[src/rtl/fmad_pkg.sv]
// Shared definitions for the fmad result path: command codes, exception flag layout
// and the queued response entry.
package fmad_pkg;

    localparam logic [31:0] CMD_FMA    = 32'd1;
    localparam logic [31:0] CMD_DOT    = 32'd13;
    localparam int          RESP_TAG_W = 4;

    typedef struct packed {
        logic nv;
        logic dz;
        logic of;
        logic uf;
        logic nx;
    } fflags_t;

    typedef struct packed {
        logic [31:0]           rslt;
        fflags_t               flag;
        logic [RESP_TAG_W-1:0] tag;
    } resp_entry_t;

    // Only scalar FMA produces a result; dot-accumulate updates fmad state only.
    function automatic logic is_queued_cmd(input logic [31:0] cmd);
        return cmd == CMD_FMA;
    endfunction

endpackage

[src/rtl/fmad_resp_fifo.sv]
// Circular result buffer of DEPTH resp_entry_t slots; head is presented combinationally.
// Pointers wrap naturally because DEPTH is a power of two.
module fmad_resp_fifo
    import fmad_pkg::*;
#(
    parameter int DEPTH = 4
) (
    input  logic                     clk,
    input  logic                     reset,
    input  logic                     i_push,
    input  resp_entry_t              i_push_data,
    input  logic                     i_pop,
    output resp_entry_t              o_head,
    output logic [$clog2(DEPTH):0]   o_count
);

    localparam int PTR_W = $clog2(DEPTH);

    resp_entry_t       r_mem [DEPTH];
    logic [PTR_W-1:0]  r_wr_ptr;
    logic [PTR_W-1:0]  r_rd_ptr;
    logic [PTR_W:0]    r_count;

    // NOTE: sequential state uses non-blocking assignments so every register samples pre-edge values.
    always_ff @(posedge clk) begin
        if (reset) begin
            r_wr_ptr <= '0;
            r_rd_ptr <= '0;
            r_count  <= '0;
        end else begin
            if (i_push) begin
                r_wr_ptr <= r_wr_ptr + PTR_W'(1);
            end
            if (i_pop) begin
                r_rd_ptr <= r_rd_ptr + PTR_W'(1);
            end
            case ({i_push, i_pop})
                2'b10:   r_count <= r_count + (PTR_W+1)'(1);
                2'b01:   r_count <= r_count - (PTR_W+1)'(1);
                default: r_count <= r_count;
            endcase
        end
    end

    // NOTE: storage is not reset; the count alone decides which slots hold live data.
    always_ff @(posedge clk) begin
        if (i_push) begin
            r_mem[r_wr_ptr] <= i_push_data;
        end
    end

    assign o_head  = r_mem[r_rd_ptr];
    assign o_count = r_count;

    a_no_overflow: assert property (@(posedge clk) disable iff (reset)
        !(i_push && !i_pop && r_count == (PTR_W+1)'(DEPTH)));

    a_no_underflow: assert property (@(posedge clk) disable iff (reset)
        !(i_pop && r_count == '0));

endmodule

[src/rtl/fmad_resp_queue.sv]
// Buffers fixed-latency fmad results behind a credit-gated issue port and a valid/ready output.
// Define FMAD_RESP_STICKY_EN to accrue popped exception flags into fflags.
module fmad_resp_queue
    import fmad_pkg::*;
#(
    parameter int DEPTH = 4,
    parameter int LAT   = 2,
    parameter int TAG_W = RESP_TAG_W
) (
    input  logic             clk,
    input  logic             reset,
    input  logic             req,
    input  logic [31:0]      req_command,
    input  logic [TAG_W-1:0] req_tag,
    output logic             req_ready,
    input  logic [31:0]      fmad_rslt,
    input  logic [4:0]       fmad_flag,
    output logic             resp_valid,
    input  logic             resp_ready,
    output logic [31:0]      resp_rslt,
    output logic [4:0]       resp_flag,
    output logic [TAG_W-1:0] resp_tag,
    output logic [4:0]       fflags,
    input  logic             fflags_clr
);

    localparam int CNT_W = $clog2(DEPTH) + 1;

    logic             w_take;
    logic             w_take_ok;
    logic             w_capture;
    logic             w_pop;
    logic [CNT_W-1:0] w_count;
    logic [CNT_W:0]   w_inflight;
    resp_entry_t      w_push_data;
    resp_entry_t      w_head;

    logic [LAT-1:0]   r_pipe_v;
    logic [TAG_W-1:0] r_pipe_tag [LAT];

    assign w_take    = req & is_queued_cmd(req_command);
    assign w_take_ok = w_take & req_ready;

    // Shadow of the fmad pipeline: one valid/tag pair per stage of fixed latency.
    always_ff @(posedge clk) begin
        if (reset) begin
            r_pipe_v <= '0;
        end else begin
            r_pipe_v[0] <= w_take_ok;
            for (int i = 1; i < LAT; i++) begin
                r_pipe_v[i] <= r_pipe_v[i-1];
            end
        end
    end

    always_ff @(posedge clk) begin
        r_pipe_tag[0] <= req_tag;
        for (int i = 1; i < LAT; i++) begin
            r_pipe_tag[i] <= r_pipe_tag[i-1];
        end
    end

    assign w_capture   = r_pipe_v[LAT-1];
    assign w_push_data = '{rslt: fmad_rslt, flag: fflags_t'(fmad_flag), tag: r_pipe_tag[LAT-1]};

    fmad_resp_fifo #(
        .DEPTH (DEPTH)
    ) u_fifo (
        .clk         (clk),
        .reset       (reset),
        .i_push      (w_capture),
        .i_push_data (w_push_data),
        .i_pop       (w_pop),
        .o_head      (w_head),
        .o_count     (w_count)
    );

    // Every op in the pipe already owns a FIFO slot, so capture can never find the FIFO full.
    assign w_inflight = (CNT_W+1)'($countones(r_pipe_v)) + (CNT_W+1)'(w_count);
    assign resp_valid = (w_count != '0) & ~reset;
    assign w_pop      = resp_valid & resp_ready;
    assign req_ready  = reset | (w_inflight < (CNT_W+1)'(DEPTH)) | w_pop;

    assign resp_rslt = w_head.rslt;
    assign resp_flag = w_head.flag;
    assign resp_tag  = w_head.tag;

`ifdef FMAD_RESP_STICKY_EN
    fflags_t r_fflags;

    always_ff @(posedge clk) begin
        if (reset) begin
            r_fflags <= '0;
        end else if (fflags_clr) begin
            r_fflags <= w_pop ? w_head.flag : fflags_t'('0);
        end else if (w_pop) begin
            r_fflags <= r_fflags | w_head.flag;
        end
    end

    assign fflags = r_fflags;
`else
    logic w_unused_fflags_clr;

    assign w_unused_fflags_clr = fflags_clr;
    assign fflags              = '0;
`endif

    a_issue_protocol: assert property (@(posedge clk) disable iff (reset)
        !(w_take && !req_ready));

    a_capture_not_full: assert property (@(posedge clk) disable iff (reset)
        !(w_capture && !w_pop && w_count == CNT_W'(DEPTH)));

endmodule

[config.mk]
export PLATFORM = sky130hd
export DESIGN_NAME = fmad_resp_queue
export DESIGN_NICKNAME = d
export VERILOG_FILES = /design/src/rtl/fmad_pkg.sv /design/src/rtl/fmad_resp_fifo.sv /design/src/rtl/fmad_resp_queue.sv
export SDC_FILE = /design/constraint.sdc
export NUM_CORES = 1
export LEC_CHECK = 0
export BUFFER_PORTS_ARGS = -buffer_cell sky130_fd_sc_hd__buf_2
export CORE_UTILIZATION = 55
export DETAILED_ROUTE_END_ITERATION = 8
export PLACE_DENSITY_LB_ADDON = 0.12
export SETUP_SLACK_MARGIN = 0.2
export SLEW_MARGIN = 25
export SYNTH_ARGS = -nofsm -noshare
export SYNTH_HDL_FRONTEND = slang
export SYNTH_SLANG_ARGS = --single-unit
[constraint.sdc]
create_clock -name clk -period 2.2 [get_ports clk]
set_clock_uncertainty 0.1 [all_clocks]
set_input_delay 0.11 -clock clk [delete_from_list [all_inputs] [get_ports clk]]
set_output_delay 0.11 -clock clk [all_outputs]
set_load 0.01 [all_outputs]
==> results of run 1 <==
## layout make-up
type / count / area share
flip-flops and latches: 183 / 0.604
multi-input cells: 97 / 0.153
repair buffers: 190 / 0.148
clock buffers: 19 / 0.0514
well taps: 147 / 0.0209
clock inverters: 13 / 0.0202
inverters: 6 / 0.00256
## power groups by stage
| stage | clock (mW) | combinational (mW) | sequential (mW) |
|---|---|---|---|
| 2_1_floorplan | 0 | 0.0173 | 3.87 |
| 3_3_place_gp | 0 | 0.0975 | 3.86 |
| 3_5_place_dp | 0 | 0.105 | 3.86 |
| 4_1_cts | 3.20 | 0.170 | 3.79 |
| 5_1_grt | 3.33 | 0.188 | 3.79 |
| 6_report | 3.15 | 0.172 | 3.79 |
## logic make-up (layout without fill, tap and decap cells)
| group | after synthesis | in the layout | share of synthesized area |
|---|---|---|---|
| compound gates | 5 | 5 | 0.00368 |
| xor+xnor | 5 | 5 | 0.00644 |
| fa+ha+maj | 7 | 7 | 0.0140 |
| buf+inv | 23 | 228 | 0.0271 |
| flops | 183 | 183 | 0.780 |
| mux | 42 | 42 | 0.138 |
| other cells | 1 | 5 | 0.000552 |
| simple gates | 33 | 33 | 0.0302 |
## sequential cells by signal, indices dropped and copies added, names as in the netlist, named ones only
register	cells
u_fifo.o_count	3
r_pipe_tag	8
u_fifo.r_rd_ptr	2
u_fifo.r_mem	164
u_fifo.r_wr_ptr	2
r_pipe_v	2
## critical path, stage by stage, from the launching register on
cell and delay [ps]:
dfxtp_4 430, buf_12 190, mux4_2 530, buf_2 170
## repair_timing
item	4_1_cts	5_1_grt
pin swaps	3	2
resized for setup	5	10
buffers inserted	7	1
endpoints found under the hold margin	163	0
setup endpoints to repair	33	9
hold buffers	47	0
## Yosys cell counts
cell type	number
edfxtp_1	164
mux4_2	40
dfxtp_1	19
nor2_1	12
ha_1	6
inv_1	6
buf_2	5
buf_4	5
nor4_1	5
and2_1	4
buf_12	4
a21oi_1	3
xnor2_1	3
nor3_2	2
nor4b_1	2
o21ai_0	2
xor2_1	2
and3_1	1
and4bb_2	1
buf_1	1
buf_6	1
clkbuf_1	1
conb_1	1
fa_1	1
mux2i_1	1
mux4_1	1
nand3_1	1
nand4_1	1
nor2b_1	1
nor3b_2	1
or3_1	1
or4_4	1
## final timing paths
kind	start	to	slack [ps]	cells past startpoint
worst max-delay path	register	resp_rslt[28]	250	3
worst min-delay path	req_command[4]	r_pipe_v[0]	20	5
worst max register to register	u_fifo.o_count[2]	u_fifo.o_count[2]	260	8
worst min register to register	r_pipe_tag[0][1]	r_pipe_tag[0][5]	230	0
## routing by layer
metal | global-route usage | vias up | part of all wire
met5 | 0 | - | 0
met2 | 0.339 | 106 | 0.52
met3 | 0.0493 | 14 | 0.045
met4 | 0.0842 | 0 | 0.015
li1 | - | 1605 | -
met1 | 0.234 | 1735 | 0.42
## through the flow
step / hold slack [ps] / area, um^2 / std cells / util / setup slack [ps]
after floorplan: 37.7 / 6820 / 303 / - / 206
after CTS: 11.4 / 8770 / 654 / 0.731 / 214
after detailed placement: 115 / 7610 / 568 / 0.634 / 123
after global placement: 113 / 7610 / 568 / 0.634 / 167
final: 20.8 / 8810 / 655 / 0.733 / 246
after global routing: 36.7 / 8810 / 655 / 0.733 / 144
==> results.yml, run 1 <==
pwr:
  clkPwrFrac: 0.443
  p_seq_frac: 0.533
  p_int_mw: 5.84
  ir_drop_mv: 0.447
  combinationalPowerShare: 0.024
  power_switching_mw: 1.27
  switching_share: 0.178
  power_mw: 7.11
  p_per_area_nw_per_um2: 807
  leakagePower_nw: 3.10
global_routing:
  grt_pass1_vias: 3703
  track_usage: 0.196
  grt_start_max_net_pins: 42
  grt_remaining_overflow: 0
  grt_antenna_before_repair: 0
  grt_pass1_wl_um: 18300
layout:
  n_fill_cell: 734
  nets: 580
  n_antenna_cell: 0
  most-common-layout-cells: "edfxtp_1, buf_2, dlygate4sd3_1"
  final_common_cell: "edfxtp_1"
  final_layout_size_suffix_gt1_frac: 0.455
  area_growth_syn_to_layout_pct: 29.6
  multi_input_area_um2: 1350
  seqCellArea_um2: 5320
critical_path:
  crit_arrival_ps: 1740
  required_ps: 1990
  path_max_fanout: 13
  end_kind: "primary output"
  worstSetupPathType: "register to primary output"
  startpoint_type: "register"
synth:
  ys_ff_latch: 183
  synth_top_area_frac: 0.724
  syn_inst: 299
  synth_largest_area_cell: "edfxtp_1"
  synth_warnings: 0
  yosysSeqAreaShare: 0.780
  postSynthAreaPerCell_um2: 22.7
  yosysUniqueCellTypes: 32
  synth_area_um2: 6800
  synth_area_leaders: "edfxtp_1, mux4_2, dfxtp_1, buf_12, ha_1"
floorplan:
  io-pin-count: 126
  start_util: 0.566
  dieHeight_um: 113
  die_x_um: 113
  coreArea_um2: 12000
  rows: 40
  dieArea_um2: 12800
timing:
  slew_violations: 0
  setup_viol: 0
  finalSetupTns_ps: 0
  rsz0062_at_grt: "yes"
  period_needed_ps: 1950
  hold_viol: 0
  clock.fmax_ghz: 0.512
  finalCritPeriodShare: 0.888
clock_tree:
  clk_pin_slew_ps: 60
  root_buffer: "clkbuf_16"
  insertion_delay_ps: 420
  tritoncts: "done"
  clkSinkCount: 183
  cts_buffers: 17
  clock_path_buffers: 2
  ctsHtreeMaxLevel: 4
route:
  post_drt_wl_per_cell_um: 17.9
  drt-total-wl_um: 11700
  antenna_left: 0
  via_count: 3460
  drt_iter0_drc: 157
  viasPerCell: 5.28
  firstDrtPassIters: 4
  drc: 0
placed_design:
  hpwl_um: 7140
  place.gp.congestion: 0.795
  portBuffers: 119
flow_run:
  drv_cap: 0
outcome:
  outcome: "finished clean"
hold_path:
  hold_path.class: "input port to register"
No activity file was read; power rests on OpenSTA's default activity.
==> run 2, diff against run 1 <==
Settings changed: BUFFER_PORTS_ARGS -buffer_cell sky130_fd_sc_hd__buf_2 to default, DONT_BUFFER_PORTS from default to 1.
Clock period 2.2 ns to 1.7 ns, I/O delays scaled along.
==> results.yml, run 2 (same netlist as run 1, synthesis figures left out) <==
outcome:
  outcome: "finished with violations"
  violations: "hold timing, setup timing"
clock_tree:
  clkSinkCount: 183
  clk_pin_slew_ps: 60
  cts_buffers: 17
  ctsHtreeMaxLevel: 4
  tritoncts: "done"
  cts_hold_buf: 46
  insertion_delay_ps: 420
  root_buffer: "clkbuf_16"
  clock_path_buffers: 2
layout:
  fin_cells: 546
  n_antenna_cell: 0
  area_growth_syn_to_layout_pct: 22.7
  nets: 471
  largest_register: "u_fifo.r_mem"
  final_layout_size_suffix_gt1_frac: 0.301
  largest_reg_flops: 164
  most-common-layout-cells: "edfxtp_1, dlygate4sd3_1, mux4_2"
  final_common_cell: "edfxtp_1"
  n_fill_cell: 791
critical_path:
  required_ps: 1950
  worstSetupPathType: "register to register"
  path_max_fanout: 3
  crit_arrival_ps: 2200
  end_kind: "register"
  r2r_slack_ps: -250
  max_stage_delay_ps: 340
  crit_slowest_cell: "dfxtp_2"
  startpoint_type: "register"
  path_cells: "nor3_2, nor3b_2, ha_2, inv_2, fa_2, xor2_1, or3_1, a21oi_2"
  cp_top_family: "simple AND/OR/NAND/NOR gates"
  crit_buf_inv: 1
flow_run:
  drv_cap: 0
route:
  drt-total-wl_um: 11900
  antenna_left: 0
  viasPerCell: 5.70
  drt_iter0_drc: 248
  firstDrtPassIters: 4
  drc: 0
  via_count: 3113
  post_drt_wl_per_cell_um: 21.7
pwr:
  switching_share: 0.179
  p_per_area_nw_per_um2: 1010
  p_int_mw: 6.95
  p_seq_frac: 0.580
  leakagePower_nw: 2.66
  power_switching_mw: 1.52
  clkPwrFrac: 0.406
  ir_drop_mv: 0.731
  combinationalPowerShare: 0.015
global_routing:
  track_usage: 0.199
  grt_pass1_wl_um: 17700
  grt_start_max_net_pins: 26
  grt_remaining_overflow: 0
  grt_antenna_before_repair: 0
  grt_pass1_vias: 3255
timing:
  setup_viol: 44
  rsz0062_at_grt: "yes"
  slew_violations: 0
  hold_viol: 9
  timing.hold.ws_ps: -385
  setup_ws_ps: -248
  clock.fmax_ghz: 0.513
  period_needed_ps: 1950
  finalCritPeriodShare: 1.15
placed_design:
  portBuffers: 0
  hpwl_um: 6430
  place.gp.congestion: 0.811
  place_inst: 450
  place_ws_ps: -275
floorplan:
  dieArea_um2: 12800
  die_x_um: 113
  rows: 40
  start_util: 0.566
  io-pin-count: 126
  dieHeight_um: 113
  coreArea_um2: 12000
hold_path:
  hold_path.class: "input port to register"
-- run 2: timing repair --
action	CTS	global route
endpoints found under the hold margin	163	9
gates cloned	5	2
endpoints found under the setup margin	158	70
pin swaps	5	2
setup buffers	10	1
resized for setup	18	6
-- run 2: power groups by stage --
| stage | combinational, mW | sequential [mW] | clock [mW] |
|---|---|---|---|
| floorplan | 0.0224 | 5.00 | 0 |
| global placement | 0.0115 | 5.00 | 0 |
| detailed placement | 0.0115 | 5.00 | 0 |
| CTS | 0.126 | 4.91 | 3.50 |
| global route | 0.137 | 4.90 | 3.69 |
| finish | 0.126 | 4.91 | 3.43 |
-- run 2: final cells by class --
class / instances / area, um^2 / area share
Inverter: 6 / 22.5 / 0.00270
Multi-Input combinational cell: 101 / 1390 / 0.167
Clock buffer: 28 / 497 / 0.0595
Clock inverter: 4 / 21.3 / 0.00255
Timing Repair Buffer: 77 / 913 / 0.109
Tap cell: 147 / 184 / 0.0220
Sequential cell: 183 / 5310 / 0.637
-- run 2: worst reg2reg max path: cells and delay by family (launching register included) --
kind,cells,cell delay [ps]
buffers and inverters,1,40
AOI/OAI and AO/OA,1,110
adders and majority gates,2,560
xor gates and xnor gates,1,150
DFF,1,340
and+or+nand+nor,3,580
-- run 2: path summary, 6_finish.rpt --
path,startpoint,cells past startpoint,end
max reg2reg,u_fifo.o_count[0],8,u_fifo.o_count[2]
min,reset,1,u_fifo.o_count[2]
max,u_fifo.o_count[0],8,u_fifo.o_count[2]
min reg2reg,r_pipe_tag[0][2],0,r_pipe_tag[0][6]
-- run 2: routing by layer --
metal,vias to the layer above,track usage,part of all wire
met5,-,0,0
li1,1394,-,-
met1,1588,0.254,0.42
met4,0,0.0965,0.020
met2,114,0.323,0.51
met3,17,0.0503,0.048
-- run 2: metrics by stage --
step	TNS, ps	power [mW]	util	cell area (um^2)
floorplan	-306	5.02	-	6830
global placement	-249	5.01	0.589	7070
detailed placement	-381	5.01	0.589	7070
CTS	-6410	8.53	0.692	8310
global route	-8440	8.73	0.695	8350
finish	-5890	8.46	0.695	8350
